<file path="src/rtl/crc_bit_serializer.sv">
// Parallel-to-serial CRC output stage, LSB-first (reflected) or MSB-first per word.
// Define CRC_SER_XOROUT_EN to add the load_xorout final-XOR input.
module crc_bit_serializer #(
    parameter int unsigned MAX_BITS      = 32,
    parameter int unsigned MAX_BIT_COUNT = 5
) (
    input  logic                     clk,
    input  logic                     rst_n,
    input  logic                     load_valid,
    output logic                     load_ready,
    input  logic [MAX_BITS-1:0]      load_value,
    input  logic [MAX_BIT_COUNT-1:0] load_width_m1,
    input  logic                     load_lsb_first,
`ifdef CRC_SER_XOROUT_EN
    input  logic [MAX_BITS-1:0]      load_xorout,
`endif
    output logic                     bit_out,
    output logic                     bit_valid,
    input  logic                     bit_ready,
    output logic                     bit_last,
    output logic                     busy
);

    typedef enum logic {
        IDLE,
        SHIFT
    } state_t;

    localparam logic [MAX_BIT_COUNT-1:0] TOP_IDX = MAX_BIT_COUNT'(MAX_BITS - 1);

    state_t                   state;
    logic [MAX_BITS-1:0]      shreg;
    logic [MAX_BIT_COUNT-1:0] cnt;
    logic                     dir;

    logic [MAX_BIT_COUNT-1:0] align;
    logic [MAX_BITS-1:0]      word;

    always_comb begin
        align = TOP_IDX - load_width_m1;
`ifdef CRC_SER_XOROUT_EN
        word  = (load_value ^ load_xorout) & ({MAX_BITS{1'b1}} >> align);
`else
        // Bits above the width fall off the top (MSB-first) or are never reached (LSB-first).
        word  = load_value;
`endif
    end

    always_ff @(posedge clk) begin
        if (!rst_n) begin
            state <= IDLE;
            shreg <= '0;
            cnt   <= '0;
            dir   <= 1'b0;
        end else begin
            case (state)
                IDLE: begin
                    if (load_valid) begin
                        shreg <= load_lsb_first ? word : (word << align);
                        cnt   <= load_width_m1;
                        dir   <= load_lsb_first;
                        state <= SHIFT;
                    end
                end
                SHIFT: begin
                    if (bit_ready) begin
                        shreg <= dir ? (shreg >> 1) : (shreg << 1);
                        cnt   <= cnt - 1'b1;
                        if (cnt == '0) begin
                            state <= IDLE;
                        end
                    end
                end
                default: state <= IDLE;
            endcase
        end
    end

    assign load_ready = (state == IDLE);
    assign bit_valid  = (state == SHIFT);
    assign busy       = bit_valid;
    assign bit_out    = bit_valid & (dir ? shreg[0] : shreg[MAX_BITS-1]);
    assign bit_last   = bit_valid & (cnt == '0);

endmodule

</file>
<file path="config.mk">
export PLATFORM = sky130hd
export DESIGN_NAME = crc_bit_serializer
export DESIGN_NICKNAME = d
export VERILOG_FILES = /design/src/rtl/crc_bit_serializer.sv
export SDC_FILE = /design/constraint.sdc
export NUM_CORES = 1
export LEC_CHECK = 0
export CAP_MARGIN = 20
export CORE_MARGIN = 10
export CORE_UTILIZATION = 40
export CTS_CLUSTER_DIAMETER = 200
export DETAILED_ROUTE_END_ITERATION = 10
export HOLD_SLACK_MARGIN = 0.1
export REMOVE_ABC_BUFFERS = 1
export SLEW_MARGIN = 20
export SYNTH_ARGS = -nofsm -noshare
export SYNTH_HDL_FRONTEND = slang
export SYNTH_SLANG_ARGS = --single-unit
export TNS_END_PERCENT = 5
</file>
<file path="constraint.sdc">
create_clock -name clk -period 2.3 [get_ports clk]
set_clock_uncertainty 0.15 [all_clocks]
set_input_delay 0.575 -clock clk [delete_from_list [all_inputs] [get_ports clk]]
set_output_delay 0.575 -clock clk [all_outputs]
set_load 0.01 [all_outputs]
</file>
==> results of run 1 <==
power by group:
group	leakage (nW)	internal (mW)	switching [mW]	total, mW
registers	0.323	0.746	0.0590	0.805
logic	2.31	0.677	0.649	1.33
clock network	0.0470	0.236	0.259	0.495
total	2.68	1.66	0.967	2.63
what timing repair did:
item	in CTS	in global routing
pin swaps	7	7
setup endpoints to repair	31	28
gates resized for setup	50	72
gates cloned	0	1
buffers inserted	0	11
Yosys cell counts, drive strengths merged (2+ instances only):
library cell,n
and3b,2
o211ai,10
nor4,2
dfxtp,39
a21boi,4
a2111oi,2
mux4,38
inv,9
nor2,24
nor4bb,2
a31oi,8
a21oi,34
and3,2
o21a,3
nor3,6
nand2b,5
a31o,3
a221o,2
a211oi,7
nand2,41
mux2,16
o211a,2
a311o,2
clkbuf,29
nand3,16
o2111a,4
o32ai,2
a221oi,12
or3,2
o22ai,3
a311oi,5
a211o,2
nor2b,5
buf,20
o21ai,35
a21o,2
o31ai,2
a22oi,2
mux2i,43
o221ai,8
metrics by stage:
step | power [mW] | instance area, sq um | hold WS [ps]
after floorplan | 1.34 | 3990 | 304
after CTS | 2.52 | 6020 | 340
after detailed placement | 2.01 | 5880 | 329
after global placement | 2.00 | 5880 | 319
after global routing | 2.75 | 6350 | 356
final | 2.63 | 6350 | 342
state kept, by name, indices dropped and copies added, names as in the netlist:
name / flops
cnt: 5
dir: 1
bit_valid: 1
shreg: 32
layer usage:
metal,global-route usage,up-vias
li1,-,2219
met1,0.313,2440
met2,0.398,207
met3,0.0294,30
met4,0.0619,0
met5,0,-
cell type report:
type	count	area share
tap	136	0.0268
multi-input combinational	369	0.531
timing repair buffer	219	0.300
clock inverter	1	0.000788
clock buffer	6	0.0130
sequential	39	0.123
inverter	10	0.00650
worst min path at each step:
stage               slack [ps]        to      from
finish                     340    cnt[1]    cnt[1]
CTS                        340    cnt[1]    cnt[1]
global route               360    cnt[1]    cnt[1]
detailed placement         330    cnt[1]    cnt[1]
global placement           320  shreg[1]  shreg[1]
floorplan                  300  shreg[1]  shreg[1]
worst max-delay path: stages:
cell,delay (ps)
clkdlybuf4s50_1,430
mux4_2,510
mux2i_4,210
mux4_2,310
o21ai_1,80
and4bb_2,230
logic make-up (layout without fill, tap and decap cells):
group                      after synthesis  in the layout  synth area share
adders and majority gates                1              1           0.00296
and+or+nand+nor                        114            114             0.133
buffers and inverters                   59            236            0.0640
muxes                                   97             97             0.362
AOI/OAI and AO/OA                      157            157             0.253
DFF                                     39             39             0.185
==> impl_metrics.py, run 1 <==
metrics = {
    "worst_hold_path": {
        "whs_path_depth": 2,
        "holdCritPathClass": "flop to flop",
    },
    "cts": {
        "cts.path.max_buffers": 2,
        "htree_levels": 2,
        "clock_latency_ps": 300,
        "tritoncts": "yes",
        "numCtsBuffers": 5,
        "cts_hold_buf": 0,
        "cts_sinks": 39,
        "clkTransAtPathRegs_ps": 80,
        "cts_root_buf": "clkbuf_8",
    },
    "power": {
        "power.density_nw_per_um2": 413,
        "p_leak_nw": 2.68,
        "peakVddDrop_mv": 0.285,
    },
    "floorplanning": {
        "die-height_um": 123,
        "rows": 37,
        "die-width_um": 123,
        "core_area_sq_um": 10300,
        "ios": 47,
        "initial_utilization": 0.409,
        "dieArea_sq_um": 15100,
    },
    "finish": {
        "fin_cells": 780,
        "nets": 687,
        "final_common_cell": "buf_4",
        "final_cell_mix": "buf_4 (156), nand2_1 (39), dfxtp_1 (39)",
        "num_antenna_cells": 0,
        "regArea_sq_um": 781,
        "multi_input_area_sq_um": 3370,
        "drive_gt1_frac": 0.432,
        "area_growth_pct": 50.4,
        "fin_util": 0.615,
        "n_fill_cell": 935,
    },
    "timing": {
        "worstMarginPinSlew_ps": 490,
        "tns_ps": 0,
        "period_share": 0.998,
        "rsz0062_at_grt": "yes",
        "finalMaxSlewViolations": 0,
        "setup_violations": 0,
        "hold_violations": 0,
        "layout_min_cycle_time_ps": 2300,
        "setup_slack_ps": 4.42,
        "timing.fmax_mhz": 436,
        "maxSlewHeadroom": 0.673,
    },
    "synthesis": {
        "ys.flop_type": "dfxtp_1",
        "ys_seq_area_frac": 0.185,
        "synth_cell_type_count": 59,
        "synth_top_area_frac": 0.185,
        "synth_edf_count": 0,
        "synth_area_leaders": "dfxtp_1 (18%), mux4_2 (11%), mux4_1 (11%), mux2i_1 (10%), mux2_2 (4.3%)",
        "synth_cells": 467,
        "yosys_warnings": 0,
        "synthesis.area_sq_um": 4220,
        "synth-seq-cells": 39,
        "synthArstFlopShare": 0,
        "postSynthAreaPerCell_sq_um": 9.05,
        "synth_area_leader_cell": "dfxtp_1",
    },
    "worst_setup_path": {
        "cp-endpoint": "shreg[31]",
        "rrSetupSlack_ps": 140,
        "worst_ep_required_time_ps": 2350,
        "end_kind": "flop",
        "r2r_cells": 6,
        "worstPathArrival_ps": 2340,
        "crit_start": "load_value[30]",
        "worstSetupPathType": "input port to flop",
        "rr_endpoint": "shreg[26]",
        "critPathMaxFanout": 2,
        "r2r-start": "bit_valid",
        "crit_path_start_kind": "input port",
    },
    "place": {
        "gp_congestion": 0.980,
        "port_buffers": 46,
        "dp_hpwl_um": 14200,
        "dp_worst_setup_slack_ps": -691,
        "dp.cells": 762,
    },
    "flow_run": {
        "cap_violations": 0,
    },
    "route": {
        "met3_length_um": 1130,
        "wl_per_cell_um": 23.4,
        "vias": 4896,
        "drc": 0,
        "wl_met2_um": 8790,
        "first_iter_violations": 503,
        "via_per_inst": 6.28,
        "top_layer_used": "met4",
        "drt_pass1_iterations": 5,
        "wl_um": 18300,
        "ant_nets": 0,
        "met1_length_um": 7850,
    },
    "global_route": {
        "grt_max_degree": 42,
        "grt_usage": 0.237,
        "grt.overflow.total": 0,
        "grt_pass1_vias": 4904,
        "antenna_found_initial": 0,
        "grt_first_pass_wirelength_um": 27700,
    },
    "outcome": {
        "status": "finished clean",
    },
}
Power figures use the tool's default switching activity.
==> run 2: changes to the inputs <==
--- a/config.mk
+++ b/config.mk
@@ -12,6 +12,7 @@
 export DETAILED_ROUTE_END_ITERATION = 10
 export HOLD_SLACK_MARGIN = 0.1
 export REMOVE_ABC_BUFFERS = 1
+export SKIP_LAST_GASP = 1
 export SLEW_MARGIN = 20
 export SYNTH_ARGS = -nofsm -noshare
 export SYNTH_HDL_FRONTEND = slang
==> run 2 against run 1 <==
Net effect: the run now ends with setup timing left; die area unchanged; via count grew 0.27%; flip-flop and latch count unchanged; critical path depth did not move; critical endpoint unchanged; largest cell class unchanged.
==> impl_metrics.py, run 2 (synthesized netlist as in run 1, its figures left out) <==
metrics = {
    "timing": {
        "period_share": 1.02,
        "hold_violations": 0,
        "rsz0062_at_grt": "yes",
        "maxSlewHeadroom": 0.680,
        "layout_min_cycle_time_ps": 2350,
        "timing.fmax_mhz": 425,
        "setup_violations": 1,
        "fin_hold_ws_ps": 342,
        "setup_slack_ps": -52.3,
        "worstMarginPinSlew_ps": 468,
        "finalMaxSlewViolations": 0,
    },
    "worst_hold_path": {
        "whs_path_depth": 2,
        "hold-path-endpoint": "cnt[1]",
        "holdCritPathClass": "flop to flop",
        "min_from": "cnt[1]",
    },
    "worst_setup_path": {
        "rrSetupSlack_ps": 150,
        "critPathBufInv": 1,
        "r2r_cells": 6,
        "worstSetupPathType": "input port to flop",
        "critPathMaxFanout": 2,
        "crit_family": "multiplexers",
        "worst_ep_required_time_ps": 2340,
        "cp_slowest_cell": "mux4_2",
        "crit_chain": "clkdlybuf4s50_1, mux4_2, mux2i_4, mux4_2, o21ai_1, and4bb_2",
        "worstPathArrival_ps": 2400,
        "r2r-start": "bit_valid",
        "end_kind": "flop",
        "cpMostUsedCell": "mux4_2",
        "rr_endpoint": "shreg[11]",
        "cpPeakStageDelay_ps": 530,
        "crit_path_start_kind": "input port",
    },
    "finish": {
        "reg_top3": "shreg (32), cnt (5)",
        "final_common_cell": "buf_4",
        "nets": 690,
        "drive_gt1_frac": 0.423,
        "num_antenna_cells": 0,
        "final_cell_mix": "buf_4 (160), dfxtp_1 (39), nand2_1 (38)",
        "largest_reg_flops": 32,
        "fin_cells": 783,
        "largest_register": "shreg",
        "area_growth_pct": 52.5,
    },
    "floorplanning": {
        "die-height_um": 123,
        "core_area_sq_um": 10300,
        "rows": 37,
        "initial_utilization": 0.409,
        "dieArea_sq_um": 15100,
        "ios": 47,
        "die-width_um": 123,
    },
    "cts": {
        "numCtsBuffers": 5,
        "tritoncts": "yes",
        "cts_sinks": 39,
        "cts_root_buf": "clkbuf_8",
        "htree_levels": 2,
        "clkTransAtPathRegs_ps": 80,
        "clock_latency_ps": 290,
        "cts_hold_buf": 0,
        "cts.path.max_buffers": 2,
    },
    "power": {
        "peakVddDrop_mv": 0.285,
        "total_power_mw": 2.64,
        "p_int_mw": 1.67,
        "p_leak_nw": 2.83,
        "p_sw_uw": 970,
        "netSwitchingFraction": 0.368,
        "clkPwrFrac": 0.186,
        "p_comb_frac": 0.509,
        "seq_power_share": 0.305,
        "power.density_nw_per_um2": 410,
    },
    "global_route": {
        "grt_pass1_vias": 4863,
        "grt_usage": 0.236,
        "grt.overflow.total": 0,
        "grt_max_degree": 42,
        "grt_first_pass_wirelength_um": 27700,
        "antenna_found_initial": 0,
    },
    "route": {
        "wl_per_cell_um": 23.8,
        "vias": 4909,
        "ant_nets": 0,
        "first_iter_violations": 544,
        "wl_um": 18600,
        "drt_pass1_iterations": 5,
        "drc": 0,
        "via_per_inst": 6.27,
    },
    "place": {
        "port_buffers": 46,
        "dp_hpwl_um": 14200,
        "gp_congestion": 0.980,
        "dp.cells": 762,
    },
    "outcome": {
        "violations": "setup timing",
        "status": "complete, but fails checks",
    },
    "flow_run": {
        "cap_violations": 0,
    },
}
## run 2: cell count changes in the layout (fill, tap and decap cells not counted), sizes merged
cell | before | now
clkbuf | 7 | 8
buf | 173 | 175
dlymetal6s2s | 16 | 32
dlygate4sd2 | 18 | 1
clkdlybuf4s15 | 1 | 0
clkdlybuf4s50 | 10 | 12
## run 2: power groups by stage
stage	clock network [mW]	registers (mW)	logic, mW
CTS	0.492	0.802	1.21
detailed placement	0	0.818	1.20
global placement	0	0.815	1.19
global route	0.525	0.813	1.42
floorplan	0	0.821	0.516
finish	0.491	0.804	1.34
## run 2: how the worst max path moves through the flow
stage / startpoint / end / depth (start not counted)
global placement: load_width_m1[3] / shreg[10] / 7
detailed placement: load_width_m1[3] / shreg[10] / 7
finish: load_value[31] / shreg[31] / 6
global route: load_value[31] / shreg[31] / 6
floorplan: bit_valid / shreg[2] / 5
CTS: load_width_m1[1] / shreg[31] / 7
## run 2: routing by layer
metal | track usage | wire, um | vias up
met3 | 0.0271 | 1070 | 20
met1 | 0.313 | 8130 | 2462
met5 | 0 | 0 | -
li1 | - | - | 2218
met2 | 0.407 | 9090 | 209
met4 | 0.0412 | 328 | 0
## run 2: area by class of cell
| class | count | area (sq um) |
|---|---|---|
| fillers | 907 | 3880 |
| inverters | 10 | 41.3 |
| clock buffers | 6 | 82.6 |
| flip-flops and latches | 39 | 781 |
| well taps | 136 | 170 |
| clock inverters | 1 | 5.00 |
| multi-input cells | 369 | 3370 |
| repair buffers | 222 | 2000 |
## run 2: per-stage QoR
stage	instance area (sq um)	util	TNS [ps]	worst slack [ps]
3_5_place_dp	5880	0.570	-13530	-691
4_1_cts	6000	0.581	-3740	-229
6_report	6440	0.624	-52.3	-52.3
2_1_floorplan	3990	-	-13630	-580
5_1_grt	6440	0.624	-310	-51.4
3_3_place_gp	5880	0.570	-13500	-740
## run 2: timing repair
| action | 4_1_cts | 5_1_grt |
|---|---|---|
| buffers inserted | 0 | 13 |
| gates cloned | 0 | 2 |
| pin swaps | 0 | 11 |
| gates resized for setup | 7 | 104 |
| endpoints found under the setup margin | 31 | 33 |
## run 2: worst min-delay path, delay by kind of cell, from the launching register on
kind,cells,cell delay [ps]
DFF,1,330
AOI/OAI and AO/OA,1,60
and+or+nand+nor,1,50
==> run 3: changes to the inputs <==
--- a/config.mk
+++ b/config.mk
@@ -10,6 +10,7 @@
 export CORE_UTILIZATION = 40
 export CTS_CLUSTER_DIAMETER = 200
 export DETAILED_ROUTE_END_ITERATION = 10
+export GPL_TIMING_DRIVEN = 1
 export HOLD_SLACK_MARGIN = 0.1
 export REMOVE_ABC_BUFFERS = 1
 export SKIP_LAST_GASP = 1
==> results of run 3 <==
No change in the layout: final DEF, timing and power equal those of run 2.
